`config.mk`:
```
export PLATFORM = sky130hd
export DESIGN_NAME = datapath_controller_flat
export DESIGN_NICKNAME = d
export VERILOG_FILES = /design/src/rtl/datapath_controller_if.sv /design/src/rtl/datapath_controller.sv /design/src/flat_wrapper.sv
export SDC_FILE = /design/constraint.sdc
export NUM_CORES = 1
export LEC_CHECK = 0
export CORE_UTILIZATION = 37
export DETAILED_ROUTE_END_ITERATION = 7
export PLACE_DENSITY = 0.85
export SLEW_MARGIN = 10
export SYNTH_ARGS = -nofsm -noshare
export SYNTH_HDL_FRONTEND = slang
export SYNTH_SLANG_ARGS = --single-unit
```
`constraint.sdc`:
```
create_clock -name clk -period 2.1 [get_ports clk]
set_input_delay 0.42 -clock clk [delete_from_list [all_inputs] [get_ports clk]]
set_output_delay 0.42 -clock clk [all_outputs]
set_load 0.005 [all_outputs]
```
`src/rtl/datapath_controller_if.sv`:
```
// datapath_controller_if
//   Bundles every signal between the datapath controller, its instruction
//   source and the register-file/ALU datapath.
//   master modport : the controller (drives ready, RF addresses, ALU controls,
//                    write-back, PSR, done/illegal, FSM state)
//   slave modport  : the environment (instruction source, register file, ALU)
//
//   Handshake: an instruction transfers on a rising edge where instr_valid and
//   instr_ready are both 1. The source keeps instr stable and instr_valid high
//   until that edge. instr_ready depends only on controller state, never
//   combinationally on instr_valid.
interface datapath_controller_if #(
  parameter int BIT_WIDTH      = 16,
  parameter int OPCODE_WIDTH   = 8,
  parameter int FLAG_WIDTH     = 5,
  parameter int REG_ADDR_WIDTH = 4
);
  logic                      instr_valid;
  logic                      instr_ready;
  logic [BIT_WIDTH-1:0]      instr;
  logic [REG_ADDR_WIDTH-1:0] rf_rd_addr_a;
  logic [REG_ADDR_WIDTH-1:0] rf_rd_addr_b;
  logic [BIT_WIDTH-1:0]      rf_rd_data_a;
  logic [BIT_WIDTH-1:0]      rf_rd_data_b;
  logic [BIT_WIDTH-1:0]      alu_rdest;
  logic [BIT_WIDTH-1:0]      alu_rsrc_imm;
  logic [OPCODE_WIDTH-1:0]   alu_opcode;
  logic [BIT_WIDTH-1:0]      alu_result;
  logic [FLAG_WIDTH-1:0]     alu_flags;
  logic                      rf_wr_en;
  logic [REG_ADDR_WIDTH-1:0] rf_wr_addr;
  logic [BIT_WIDTH-1:0]      rf_wr_data;
  logic [FLAG_WIDTH-1:0]     psr;
  logic                      done;
  logic                      illegal;
  logic [1:0]                state;  // controller FSM state, for observation

  modport master (
    input  instr_valid, instr, rf_rd_data_a, rf_rd_data_b, alu_result, alu_flags,
    output instr_ready, rf_rd_addr_a, rf_rd_addr_b, alu_rdest, alu_rsrc_imm,
           alu_opcode, rf_wr_en, rf_wr_addr, rf_wr_data, psr, done, illegal, state
  );

  modport slave (
    output instr_valid, instr, rf_rd_data_a, rf_rd_data_b, alu_result, alu_flags,
    input  instr_ready, rf_rd_addr_a, rf_rd_addr_b, alu_rdest, alu_rsrc_imm,
           alu_opcode, rf_wr_en, rf_wr_addr, rf_wr_data, psr, done, illegal, state
  );
endinterface

```
`src/rtl/datapath_controller.sv`:
```
// datapath_controller
//   Four-state sequencer (IDLE -> DECODE -> EXECUTE -> WRITEBACK) that takes
//   one 16-bit instruction per handshake, reads operands from the register
//   file, drives the ALU, writes the result back and maintains the PSR.
//   Ports:
//     clk   : sole clock, rising edge
//     reset : synchronous, active-high; aborts any in-flight instruction
//     bus   : datapath_controller_if.master (handshake, RF, ALU, PSR, status)
//   Instruction fields: op=[15:12] rdest=[11:8] ext=[7:4] rsrc=[3:0].
//   PSR / flag order is {C,L,F,Z,N} (bit 4 down to bit 0).
module datapath_controller #(
  parameter int BIT_WIDTH      = 16,
  parameter int OPCODE_WIDTH   = 8,
  parameter int FLAG_WIDTH     = 5,
  parameter int REG_ADDR_WIDTH = 4
) (
  input logic                   clk,
  input logic                   reset,
  datapath_controller_if.master bus
);

  typedef enum logic [1:0] {
    S_IDLE      = 2'd0,
    S_DECODE    = 2'd1,
    S_EXECUTE   = 2'd2,
    S_WRITEBACK = 2'd3
  } state_t;

  // PSR update masks, {C,L,F,Z,N}
  localparam logic [FLAG_WIDTH-1:0] MASK_NONE  = FLAG_WIDTH'(5'b00000);
  localparam logic [FLAG_WIDTH-1:0] MASK_ARITH = FLAG_WIDTH'(5'b10111);
  localparam logic [FLAG_WIDTH-1:0] MASK_UNSGN = FLAG_WIDTH'(5'b11110);
  localparam logic [FLAG_WIDTH-1:0] MASK_CMP   = FLAG_WIDTH'(5'b01011);
  localparam logic [FLAG_WIDTH-1:0] MASK_Z     = FLAG_WIDTH'(5'b00010);

  state_t                state_q, state_next;
  logic [BIT_WIDTH-1:0]  instr_q;
  logic [BIT_WIDTH-1:0]  result_q;
  logic [FLAG_WIDTH-1:0] flags_q;
  logic [FLAG_WIDTH-1:0] psr_q;

  logic [3:0] op, ext;
  assign op  = instr_q[15:12];
  assign ext = instr_q[7:4];

  // Decode of the latched instruction; used in DECODE, EXECUTE and WRITEBACK.
  logic                  dec_legal;
  logic                  dec_imm;
  logic                  dec_write;
  logic [BIT_WIDTH-1:0]  dec_imm_val;
  logic [FLAG_WIDTH-1:0] dec_mask;

  always_comb begin
    dec_legal   = 1'b0;
    dec_imm     = 1'b0;
    dec_write   = 1'b1;
    dec_imm_val = '0;
    dec_mask    = MASK_NONE;
    unique case (op)
      4'b0000: begin
        unique case (ext)
          4'b0000: begin dec_legal = 1'b1; dec_write = 1'b0; end              // NOP
          4'b0001, 4'b0010, 4'b0011, 4'b0100: begin                          // AND/OR/XOR/NOT
            dec_legal = 1'b1; dec_mask = MASK_Z;
          end
          4'b0101, 4'b0111, 4'b1001: begin                                   // ADD/ADDC/SUB
            dec_legal = 1'b1; dec_mask = MASK_ARITH;
          end
          4'b0110: begin dec_legal = 1'b1; dec_mask = MASK_UNSGN; end        // ADDU
          4'b1011: begin                                                     // CMP
            dec_legal = 1'b1; dec_write = 1'b0; dec_mask = MASK_CMP;
          end
          default: dec_legal = 1'b0;
        endcase
      end
      4'b1000: begin
        unique case (ext)
          4'b0100, 4'b0110, 4'b1000, 4'b1001: begin                          // LSH/ARSH/RSH
            dec_legal = 1'b1; dec_mask = MASK_Z;
          end
          4'b0000, 4'b0001, 4'b0010, 4'b0011, 4'b1010, 4'b1011: begin        // LSHI/ARSHI/RSHI
            // ext[0] is instr[4], the sign bit of the 5-bit shift amount
            dec_legal   = 1'b1;
            dec_imm     = 1'b1;
            dec_mask    = MASK_Z;
            dec_imm_val = {{(BIT_WIDTH-5){instr_q[4]}}, instr_q[4:0]};
          end
          default: dec_legal = 1'b0;
        endcase
      end
      4'b0101, 4'b0111, 4'b1001: begin                                       // ADDI/ADDCI/SUBI
        dec_legal   = 1'b1;
        dec_imm     = 1'b1;
        dec_mask    = MASK_ARITH;
        dec_imm_val = {{(BIT_WIDTH-8){instr_q[7]}}, instr_q[7:0]};
      end
      4'b1011: begin                                                         // CMPI
        dec_legal   = 1'b1;
        dec_imm     = 1'b1;
        dec_write   = 1'b0;
        dec_mask    = MASK_CMP;
        dec_imm_val = {{(BIT_WIDTH-8){instr_q[7]}}, instr_q[7:0]};
      end
      4'b0110: begin                                                         // ADDUI
        dec_legal   = 1'b1;
        dec_imm     = 1'b1;
        dec_mask    = MASK_UNSGN;
        dec_imm_val = {{(BIT_WIDTH-8){1'b0}}, instr_q[7:0]};
      end
      default: dec_legal = 1'b0;
    endcase
  end

  // State register and datapath latches
  always_ff @(posedge clk) begin
    if (reset) begin
      state_q  <= S_IDLE;
      instr_q  <= '0;
      result_q <= '0;
      flags_q  <= '0;
      psr_q    <= '0;
    end else begin
      state_q <= state_next;
      if (state_q == S_IDLE && bus.instr_valid) instr_q <= bus.instr;
      if (state_q == S_EXECUTE) begin
        result_q <= bus.alu_result;
        flags_q  <= bus.alu_flags;
      end
      // Only the bits this instruction class defines are replaced.
      if (state_q == S_WRITEBACK) psr_q <= (psr_q & ~dec_mask) | (flags_q & dec_mask);
    end
  end

  // Next-state logic
  always_comb begin
    state_next = state_q;
    unique case (state_q)
      S_IDLE:      if (bus.instr_valid) state_next = S_DECODE;
      S_DECODE:    state_next = dec_legal ? S_EXECUTE : S_IDLE;
      S_EXECUTE:   state_next = S_WRITEBACK;
      S_WRITEBACK: state_next = S_IDLE;
      default:     state_next = S_IDLE;
    endcase
  end

  // Outputs: every datapath control is zero outside the state that owns it.
  always_comb begin
    bus.instr_ready  = 1'b0;
    bus.rf_rd_addr_a = '0;
    bus.rf_rd_addr_b = '0;
    bus.alu_rdest    = '0;
    bus.alu_rsrc_imm = '0;
    bus.alu_opcode   = '0;
    bus.rf_wr_en     = 1'b0;
    bus.rf_wr_addr   = '0;
    bus.rf_wr_data   = '0;
    bus.done         = 1'b0;
    bus.illegal      = 1'b0;
    unique case (state_q)
      S_IDLE: bus.instr_ready = 1'b1;
      S_DECODE: begin
        // Register file returns data one cycle later, i.e. during EXECUTE.
        bus.rf_rd_addr_a = instr_q[11:8];
        bus.rf_rd_addr_b = instr_q[3:0];
        bus.illegal      = ~dec_legal;
      end
      S_EXECUTE: begin
        bus.alu_rdest    = bus.rf_rd_data_a;
        bus.alu_rsrc_imm = dec_imm ? dec_imm_val : bus.rf_rd_data_b;
        bus.alu_opcode   = {op, ext};
      end
      S_WRITEBACK: begin
        bus.rf_wr_en   = dec_write;
        bus.rf_wr_addr = instr_q[11:8];
        bus.rf_wr_data = result_q;
        bus.done       = 1'b1;
      end
      default: ;
    endcase
  end

  assign bus.psr   = psr_q;
  assign bus.state = state_q;

endmodule

```
`src/flat_wrapper.sv`:
```
// flat-port wrapper written by rule: the top's interface ports become plain ports
module datapath_controller_flat 
#(
  parameter int BIT_WIDTH      = 16,
  parameter int OPCODE_WIDTH   = 8,
  parameter int FLAG_WIDTH     = 5,
  parameter int REG_ADDR_WIDTH = 4
)
  (clk, reset, bus_instr_valid, bus_instr, bus_rf_rd_data_a, bus_rf_rd_data_b, bus_alu_result, bus_alu_flags, bus_instr_ready, bus_rf_rd_addr_a, bus_rf_rd_addr_b, bus_alu_rdest, bus_alu_rsrc_imm, bus_alu_opcode, bus_rf_wr_en, bus_rf_wr_addr, bus_rf_wr_data, bus_psr, bus_done, bus_illegal, bus_state);
  datapath_controller_if #(.BIT_WIDTH(BIT_WIDTH), .OPCODE_WIDTH(OPCODE_WIDTH), .FLAG_WIDTH(FLAG_WIDTH), .REG_ADDR_WIDTH(REG_ADDR_WIDTH)) bus_i ();
  input logic clk;
  input logic reset;
  input wire logic [$bits(bus_i.instr_valid)-1:0] bus_instr_valid;
  input wire logic [$bits(bus_i.instr)-1:0] bus_instr;
  input wire logic [$bits(bus_i.rf_rd_data_a)-1:0] bus_rf_rd_data_a;
  input wire logic [$bits(bus_i.rf_rd_data_b)-1:0] bus_rf_rd_data_b;
  input wire logic [$bits(bus_i.alu_result)-1:0] bus_alu_result;
  input wire logic [$bits(bus_i.alu_flags)-1:0] bus_alu_flags;
  output wire logic [$bits(bus_i.instr_ready)-1:0] bus_instr_ready;
  output wire logic [$bits(bus_i.rf_rd_addr_a)-1:0] bus_rf_rd_addr_a;
  output wire logic [$bits(bus_i.rf_rd_addr_b)-1:0] bus_rf_rd_addr_b;
  output wire logic [$bits(bus_i.alu_rdest)-1:0] bus_alu_rdest;
  output wire logic [$bits(bus_i.alu_rsrc_imm)-1:0] bus_alu_rsrc_imm;
  output wire logic [$bits(bus_i.alu_opcode)-1:0] bus_alu_opcode;
  output wire logic [$bits(bus_i.rf_wr_en)-1:0] bus_rf_wr_en;
  output wire logic [$bits(bus_i.rf_wr_addr)-1:0] bus_rf_wr_addr;
  output wire logic [$bits(bus_i.rf_wr_data)-1:0] bus_rf_wr_data;
  output wire logic [$bits(bus_i.psr)-1:0] bus_psr;
  output wire logic [$bits(bus_i.done)-1:0] bus_done;
  output wire logic [$bits(bus_i.illegal)-1:0] bus_illegal;
  output wire logic [$bits(bus_i.state)-1:0] bus_state;
  assign bus_i.instr_valid = bus_instr_valid;
  assign bus_i.instr = bus_instr;
  assign bus_i.rf_rd_data_a = bus_rf_rd_data_a;
  assign bus_i.rf_rd_data_b = bus_rf_rd_data_b;
  assign bus_i.alu_result = bus_alu_result;
  assign bus_i.alu_flags = bus_alu_flags;
  assign bus_instr_ready = bus_i.instr_ready;
  assign bus_rf_rd_addr_a = bus_i.rf_rd_addr_a;
  assign bus_rf_rd_addr_b = bus_i.rf_rd_addr_b;
  assign bus_alu_rdest = bus_i.alu_rdest;
  assign bus_alu_rsrc_imm = bus_i.alu_rsrc_imm;
  assign bus_alu_opcode = bus_i.alu_opcode;
  assign bus_rf_wr_en = bus_i.rf_wr_en;
  assign bus_rf_wr_addr = bus_i.rf_wr_addr;
  assign bus_rf_wr_data = bus_i.rf_wr_data;
  assign bus_psr = bus_i.psr;
  assign bus_done = bus_i.done;
  assign bus_illegal = bus_i.illegal;
  assign bus_state = bus_i.state;
  datapath_controller #(.BIT_WIDTH(BIT_WIDTH), .OPCODE_WIDTH(OPCODE_WIDTH), .FLAG_WIDTH(FLAG_WIDTH), .REG_ADDR_WIDTH(REG_ADDR_WIDTH)) u_core (.clk(clk), .reset(reset), .bus(bus_i));
endmodule
```
==> impl_metrics.toml, run 1 <==
[outcome]
outcome = "finished, violations left"
violations = "setup timing"

[worst_setup_path]
crit_path_end = "bus_alu_rsrc_imm[15]"
critical_path_buf_inv_count = 4
crit_family = "buffers and inverters"
crit_required_ns = 1.68
cp_slowest_cell = "dfxtp_2"
start_kind = "flip-flop"
worstSetupEndpointType = "output pin"
reg2reg_slack_ns = 0.15
worstRegToRegCells = 11
crit_arrival_ns = 2.01
critical_path.max_stage_delay_ns = 0.38
crit_top_cell = "buf_4"
crit_start = "u_core.instr_q[13]"
path_class = "flip-flop to output pin"
cp.depth = 9
path_cells = "buf_4 -> nor2_2 -> o21a_2 -> mux2i_2 -> a21oi_2 -> buf_6 -> buf_4 -> o21a_1 -> buf_2"
crit_fanout = 9
reg2reg_from = "u_core.instr_q[12]"

[global_route]
antenna_found_initial = 0
overflow = 0
grt_max_degree = 29
grt_pass1_wl_um = 14800
grt_pass1_vias = 3139
grt_use_total_pct = 26.6

[pwr]
leakage_nw = 2.53
power_mw = 2.26
p_per_area_mw_per_mm2 = 459
ir_worst_vdd_uv = 357

[logic_synthesis]
ys_types = 37
ys_warn_count = 0
ys_seq_area_share_pct = 35.8
netlist.area_leader.share_pct = 35.8
synthCells = 340
synth_area_leader_cell = "dfxtp_1"
postSynthAreaPerCell_um2 = 7.23
ys_top_cells_by_area = "dfxtp_1 (36%), nand2_1 (12%), a21oi_1 (9.2%), and2_1 (8.1%), and3_1 (5.3%)"
ys_ff_latch = 44
syn-cell-area_mm2 = 0.00246
synth.net_count = 412

[route]
drtIter0Drc = 206
drc = 0
routed_wl_um = 10300
drtPass1Iterations = 4
vias_per_cell = 5.18
ant_nets = 0
routedWlPerCell_um = 16.6
vias = 3228

[final_layout]
drive_gt1_share_pct = 25.6
n_antenna_cell = 0
nFillCells = 438
nets = 617
syn_to_final_growth_pct = 100

[floorplan]
core_mm2 = 0.00639
die_h_um = 83.5
start_util_pct = 38.5
ios = 151
row_count = 29
die_w_um = 83.5
die_area_mm2 = 0.00697

[placed_design]
dpl.hpwl_um = 5980
io_buffers = 150
gp_congestion = 0.854

[hold_path]
hold_path.class = "flip-flop to flip-flop"
hold_start = "u_core.result_q[12]"

[timing]
worst_slew_pin_slew_ns = 0.656
fin_crit_ns = 2.43
slew_headroom_pct = 56.2
hold_viol = 0
skew_ns = 0.00656
rsz0062_at_grt = "yes"
finalSetupViolCount = 17
hold_ws_ns = 0.454
layout_setup_ws_ns = -0.329
drv_slew = 0
max_freq_ghz = 0.412
post-route-period-util_pct = 116

[clocking]
hold_buffers = 0
htreeDepth = 2
cts_buffer_depth = 2
root_buffer = "clkbuf_8"
clk_pin_slew_ns = 0.09
cts_sinks = 44
cts_tree = "yes"
cts-buffers-inserted = 5
insertion_delay_ns = 0.30

[run]
max_cap_violations = 0
-- layer usage --
metal / track usage [%] / part of all wire, % / routed length (µm) / vias up
met5: 0 / 0 / 0 / -
met4: 11.4 / 2.2 / 230 / 0
met3: 7.02 / 8.0 / 825 / 25
met2: 48.8 / 52 / 5380 / 167
met1: 28.7 / 38 / 3900 / 1494
li1: - / - / - / 1542
-- kinds of logic (layout without fill, tap and decap cells) --
kind of cell    Yosys count  count (layout)  share of synthesized area (%)
simple gates            179             180                           36.1
compound gates           73              73                           17.3
flops                    44              44                           35.8
buf+inv                  31             236                           5.55
mux                      11              11                           4.48
xor+xnor                  2               2                          0.713
-- Yosys cell counts, drive strengths merged --
cell and n:
inv 2, and2 32, clkbuf 16, and3b 1, a311o 1, nand3 4
nor4 1, nor3 3, and3 21, nand2b 9, or3 2, nand3b 1
a211oi 1, mux2i 11, nand2 82, a21oi 47, a221oi 2, nand4b 1
nor3b 2, nor2 17, buf 13, a21bo 1, xor2 2, o21a 9
o211ai 1, nor2b 3, o21ai 8, dfxtp 44, a21o 2, o21bai 1
-- cells in the final DEF (no fill, tap or decap), types with 8 or more instances in the layout --
| master | n |
|---|---|
| buf_4 | 49 |
| nor2_1 | 14 |
| and2_1 | 32 |
| dfxtp_1 | 37 |
| mux2i_1 | 9 |
| clkdlybuf4s50_1 | 103 |
| dlymetal6s2s_1 | 27 |
| nand2_1 | 80 |
| a21oi_1 | 40 |
| buf_6 | 21 |
| o21a_1 | 8 |
| and3_1 | 21 |
| buf_2 | 18 |
-- area by class of cell --
cell class	count	area (µm²)	area share [%]
Clock buffer	6	82.6	1.68
Clock inverter	2	13.8	0.280
Inverter	2	7.51	0.153
Multi-Input combinational cell	266	1600	32.5
Sequential cell	44	897	18.2
Tap cell	77	96.3	1.96
Timing Repair Buffer	226	2220	45.2
-- report_power, final --
group	total, mW	switching [mW]	leakage (nW)	internal, mW
combinational	0.771	0.330	2.12	0.441
sequential	0.913	0.0346	0.362	0.878
clock	0.576	0.307	0.0516	0.269
-- worst min-delay path, delay by kind of cell, from the launching register on --
kind            cells  cell delay [ns]
compound gates      1             0.05
flops               1             0.31
simple gates        1             0.05
-- worst min path at each step --
stage | to | slack (ns) | cells after the start
after floorplan | u_core.result_q[10] | 0.43 | 2
after global placement | u_core.result_q[13] | 0.44 | 2
after detailed placement | u_core.result_q[12] | 0.44 | 2
after CTS | u_core.result_q[12] | 0.45 | 2
after global routing | u_core.result_q[9] | 0.48 | 2
final | u_core.result_q[12] | 0.45 | 2
-- through the flow --
stage                     setup WS (ns)  instance area (µm²)  utilization [%]  instances  TNS, ns
final                            -0.329                 4920             77.0        623    -4.09
after global routing             -0.357                 4920             77.0        623    -5.11
after CTS                        -0.221                 4600             72.1        602    -2.27
after detailed placement         -0.174                 4160             65.1        566    -2.14
after global placement           -0.153                 4160             65.1        566    -1.84
after floorplan                   0.199                 2460                -        340        0
-- timing repair --
| item | CTS | global route |
|---|---|---|
| endpoints found under the setup margin | 48 | 52 |
| buffers inserted | 27 | 22 |
| resized for setup | 125 | 45 |
| pin swaps | 13 | 7 |
| cloned | 2 | 3 |
Power figures use the tool's default switching activity.
==> run 2: changes to the inputs <==
- CORE_UTILIZATION: 37 -> 40
- CTS_CLUSTER_DIAMETER: unset -> 200
- DONT_BUFFER_PORTS: unset -> 1
- PLACE_DENSITY: 0.85 -> 0.59
==> impl_metrics.toml, run 2 (synthesized netlist as in run 1, its figures left out) <==
[pwr]
swShare_pct = 28.2
net-switching-power_mw = 0.566
power_frac_clock_pct = 35.1
pwr-share-seq_pct = 45.7
p_comb_share_pct = 19.2
power_mw = 2.01
p_per_area_mw_per_mm2 = 700
leakage_nw = 1.16
p_int_mw = 1.44
ir_worst_vdd_uv = 324

[global_route]
overflow = 0
use_met2_pct = 34.8
grt.busiest_layer = "met2"
antenna_found_initial = 0
met1_usage_pct = 26.5
grt_pass1_vias = 2094
grt_max_degree = 48
use_met3_pct = 3.41
grt_pass1_wl_um = 10400
grt_use_total_pct = 20.6

[final_layout]
nFillCells = 602
final_common_cell = "nand2_1"
final_cell_mix = "nand2_1 (81), a21oi_1 (42), dfxtp_1 (40), and2_1 (32), buf_4 (32)"
final_core_util_pct = 48.4
seqCellArea_um2 = 891
n_antenna_cell = 0
drive_gt1_share_pct = 17.0
syn_to_final_growth_pct = 16.6
multi_input_area_mm2 = 0.00149
nets = 424

[route]
ant_nets = 0
routed_wl_um = 6880
vias = 2333
vias_per_cell = 5.45
drtPass1Iterations = 4
drc = 0
routedWlPerCell_um = 16.1
drtIter0Drc = 119

[timing]
finalSetupViolCount = 14
max_freq_ghz = 0.461
rsz0062_at_grt = "yes"
fin_crit_ns = 2.17
worst_slew_pin_slew_ns = 0.575
slew_headroom_pct = 61.6
post-route-period-util_pct = 103
drv_slew = 0
layout_setup_ws_ns = -0.0697
skew_ns = 0.00554
hold_viol = 0

[worst_setup_path]
crit_fanout = 8
start_kind = "flip-flop"
reg2reg_from = "u_core.instr_q[12]"
worstRegToRegCells = 11
crit_required_ns = 1.68
reg2reg_slack_ns = 0.15
crit_arrival_ns = 1.75
worstSetupEndpointType = "output pin"
path_class = "flip-flop to output pin"

[hold_path]
hold_path.class = "primary input to flip-flop"
holdPathEnd = "u_core.instr_q[14]"
hold-path-cell-count = 1
hold_start = "reset"

[clocking]
cts_tree = "yes"
root_buffer = "clkbuf_8"
cts_sinks = 44
insertion_delay_ns = 0.29
hold_buffers = 0
cts-buffers-inserted = 5
clk_pin_slew_ns = 0.09
htreeDepth = 2
cts_buffer_depth = 2

[run]
max_cap_violations = 0

[placed_design]
io_buffers = 0
dpl.hpwl_um = 4760
gp_congestion = 0.874

[floorplan]
core_mm2 = 0.00592
die_h_um = 80.4
die_area_mm2 = 0.00646
start_util_pct = 41.5
row_count = 28
die_w_um = 80.4
ios = 151

[outcome]
outcome = "finished, violations left"
violations = "setup timing"
-- run 2: cell count changes in the layout (fill, tap and decap cells not counted), moves of 3 or more --
cell and delta:
clkdlybuf4s50_1 -103, dlymetal6s2s_1 -27, o21ai_2 -3, buf_2 -18
buf_6 -19, buf_12 -3, dfxtp_1 +3, buf_4 -17
-- run 2: repair_timing --
item / CTS / global route
setup endpoints to repair: 17 / 39
gates resized for setup: 10 / 11
pin swaps: 3 / 8
endpoints found under the hold margin: 0 / 0
buffers inserted: 13 / 3
-- run 2: area by class of cell --
cell class / instances / area share, %
well taps: 75 / 3.28
flip-flops and latches: 44 / 31.1
inverters: 2 / 0.262
multi-input cells: 265 / 52.0
clock buffers: 6 / 2.88
clock inverters: 2 / 1.35
repair buffers: 34 / 9.17
-- run 2: worst max-delay path, cell delays in order, from the launching register on --
cell and delay, ns:
dfxtp_4 0.37, nor3_4 0.19, nand4b_1 0.23, mux2i_2 0.23
a21oi_2 0.15, buf_6 0.14, o21a_1 0.14
-- run 2: how the worst max path moves through the flow --
stage	startpoint	endpoint	slack (ns)	cells after the start
floorplan	u_core.instr_q[13]	bus_alu_rsrc_imm[10]	0.20	6
global placement	u_core.instr_q[12]	bus_alu_rsrc_imm[13]	0.17	5
detailed placement	u_core.instr_q[12]	bus_alu_rsrc_imm[8]	0.08	5
CTS	u_core.instr_q[14]	bus_alu_rsrc_imm[6]	-0.04	6
global route	u_core.instr_q[12]	bus_alu_rsrc_imm[7]	-0.16	7
finish	u_core.instr_q[12]	bus_alu_rsrc_imm[8]	-0.07	6
-- run 2: power groups by stage --
stage | sequential (mW) | clock, mW | combinational [mW]
floorplan | 0.920 | 0 | 0.256
global placement | 0.933 | 0 | 0.319
detailed placement | 0.935 | 0 | 0.322
CTS | 0.918 | 0.718 | 0.370
global route | 0.923 | 0.754 | 0.427
finish | 0.916 | 0.705 | 0.385
-- run 2: layer usage --
layer / part of all wire (%) / up-vias
li1: - / 1149
met1: 43 / 1077
met2: 50 / 99
met3: 5.7 / 8
met4: 1.4 / 0
met5: 0 / -
-- run 2: stage by stage --
stage / TNS, ns / area, µm² / std cells / setup WS, ns / hold WS [ns]
floorplan: 0 / 2460 / 340 / 0.199 / 0.432
global placement: 0 / 2570 / 405 / 0.167 / 0.431
detailed placement: 0 / 2570 / 405 / 0.0840 / 0.436
CTS: -0.342 / 2820 / 426 / -0.0376 / 0.169
global route: -1.97 / 2870 / 428 / -0.157 / 0.157
finish: -0.642 / 2870 / 428 / -0.0697 / 0.172
==> run 3: changes to the inputs <==
- CORE_MARGIN: unset -> 4
- PLACE_DENSITY: 0.59 -> 0.61
- clock period: 2.1 -> 1.8 ns (I/O delays scaled with it)
==> impl_metrics.toml, run 3 (synthesized netlist as in run 1, its figures left out) <==
[pwr]
swShare_pct = 26.5
leakage_nw = 1.28
p_int_mw = 1.78
p_comb_share_pct = 22.1
pwr-share-seq_pct = 43.9
power_frac_clock_pct = 34.0
ir_worst_vdd_uv = 482
net-switching-power_mw = 0.643
p_per_area_mw_per_mm2 = 782

[floorplan]
ios = 151
row_count = 28
die_w_um = 86.4
start_util_pct = 41.3
core_mm2 = 0.00596
die_h_um = 86.4
die_area_mm2 = 0.00746

[worst_setup_path]
reg2reg_from = "u_core.instr_q[6]"
reg2reg_slack_ns = 0.12
crit_arrival_ns = 1.72
crit_fanout = 7
worstRegToRegCells = 5
worstSetupEndpointType = "output pin"
start_kind = "flip-flop"
path_class = "flip-flop to output pin"
crit_required_ns = 1.44

[timing]
hold_viol = 0
post-route-period-util_pct = 116
worst_slew_pin_slew_ns = 0.304
skew_ns = 0.00338
slew_headroom_pct = 79.5
drv_slew = 0
layout_setup_ws_ns = -0.282
rsz0062_at_grt = "yes"
fin_crit_ns = 2.08
finalSetupViolCount = 17
hold_ws_ns = 0.131
max_freq_ghz = 0.480

[final_layout]
final_area_mm2 = 0.00310
final_common_cell = "nand2_1"
nets = 440
syn_to_final_growth_pct = 26.1
multi_input_area_mm2 = 0.00151
final_cell_mix = "nand2_1 (81), a21oi_1 (43), dfxtp_1 (39), buf_4 (38), and2_1 (32)"
drive_gt1_share_pct = 21.4
n_antenna_cell = 0
seqCellArea_um2 = 897
nFillCells = 603

[clocking]
cts_sinks = 44
insertion_delay_ns = 0.29
cts_buffer_depth = 2
clk_pin_slew_ns = 0.08
hold_buffers = 0
cts-buffers-inserted = 5
htreeDepth = 2
root_buffer = "clkbuf_8"
cts_tree = "yes"

[route]
vias_per_cell = 5.38
drc = 0
routedWlPerCell_um = 16.4
vias = 2389
ant_nets = 0
routed_wl_um = 7270
drtPass1Iterations = 4
drtIter0Drc = 95

[global_route]
grt_pass1_vias = 2271
grt_use_total_pct = 18.3
grt_max_degree = 48
overflow = 0
antenna_found_initial = 0
grt_pass1_wl_um = 11000

[hold_path]
hold_path.class = "primary input to flip-flop"
hold_start = "reset"
hold-path-cell-count = 1
holdPathEnd = "u_core.instr_q[15]"

[placed_design]
gp_congestion = 0.803
dpl.hpwl_um = 5170
io_buffers = 0
placed_cell_area_mm2 = 0.00270

[run]
max_cap_violations = 0

[outcome]
violations = "setup timing"
outcome = "finished, violations left"
-- run 3: cell count changes in the layout (fill, tap and decap cells not counted), sizes merged --
cell    previous run  this run
buf               34        50
clkbuf             6         7
clkinv             1         0
-- run 3: cell type report --
cell class	instances	share of cell area, %
multi-input combinational	265	48.7
sequential	44	29.0
timing repair buffer	50	14.9
clock buffer	7	3.11
tap	75	3.03
clock inverter	1	0.969
inverter	2	0.242
-- run 3: worst max path at each step --
| stage | depth (start not counted) | start | to | slack [ns] |
|---|---|---|---|---|
| global route | 7 | u_core.instr_q[12] | bus_alu_rsrc_imm[4] | -0.38 |
| global placement | 4 | u_core.instr_q[14] | bus_alu_rsrc_imm[7] | -0.02 |
| floorplan | 6 | u_core.instr_q[13] | bus_alu_rsrc_imm[10] | 0.005 |
| finish | 7 | u_core.instr_q[12] | bus_alu_rsrc_imm[12] | -0.28 |
| detailed placement | 4 | u_core.instr_q[14] | bus_alu_rsrc_imm[7] | -0.1 |
| CTS | 7 | u_core.instr_q[13] | bus_alu_rsrc_imm[1] | -0.25 |
-- run 3: repair_timing --
action | in CTS | in global routing
resized for setup | 22 | 9
setup buffers | 9 | 9
endpoints found under the hold margin | 0 | 0
endpoints found under the setup margin | 17 | 38
cloned | 1 | 0
pin swaps | 8 | 8
-- run 3: worst max-delay path, stage by stage (launching register included) --
cell	delay, ns
dfxtp_4	0.37
buf_4	0.14
nand3b_1	0.16
o21a_2	0.22
nand2_4	0.08
buf_12	0.14
buf_4	0.13
o21a_1	0.18
-- run 3: through the flow --
| stage | TNS [ns] | utilization, % | cells | setup WS, ns | power [mW] |
|---|---|---|---|---|---|
| floorplan | 0 | - | 340 | 0.00464 | 1.38 |
| global route | -5.83 | 52.0 | 444 | -0.382 | 2.55 |
| global placement | -0.0417 | 45.3 | 419 | -0.0206 | 1.51 |
| CTS | -3.70 | 50.2 | 436 | -0.246 | 2.41 |
| detailed placement | -0.632 | 45.3 | 419 | -0.0966 | 1.52 |
| finish | -3.95 | 52.0 | 444 | -0.282 | 2.42 |
-- run 3: routing by layer --
layer / wire length, µm / GRT usage [%] / vias to the layer above
met5: 0 / 0 / -
met1: 2930 / 22.8 / 1105
met2: 3670 / 30.9 / 89
met3: 554 / 5.04 / 10
li1: - / - / 1185
met4: 104 / 5.24 / 0
-- run 3: power groups by stage --
stage	sequential (mW)	clock, mW	combinational [mW]
floorplan	1.08	0	0.304
global placement	1.08	0	0.423
detailed placement	1.09	0	0.429
CTS	1.06	0.853	0.498
global route	1.07	0.893	0.588
finish	1.06	0.823	0.536
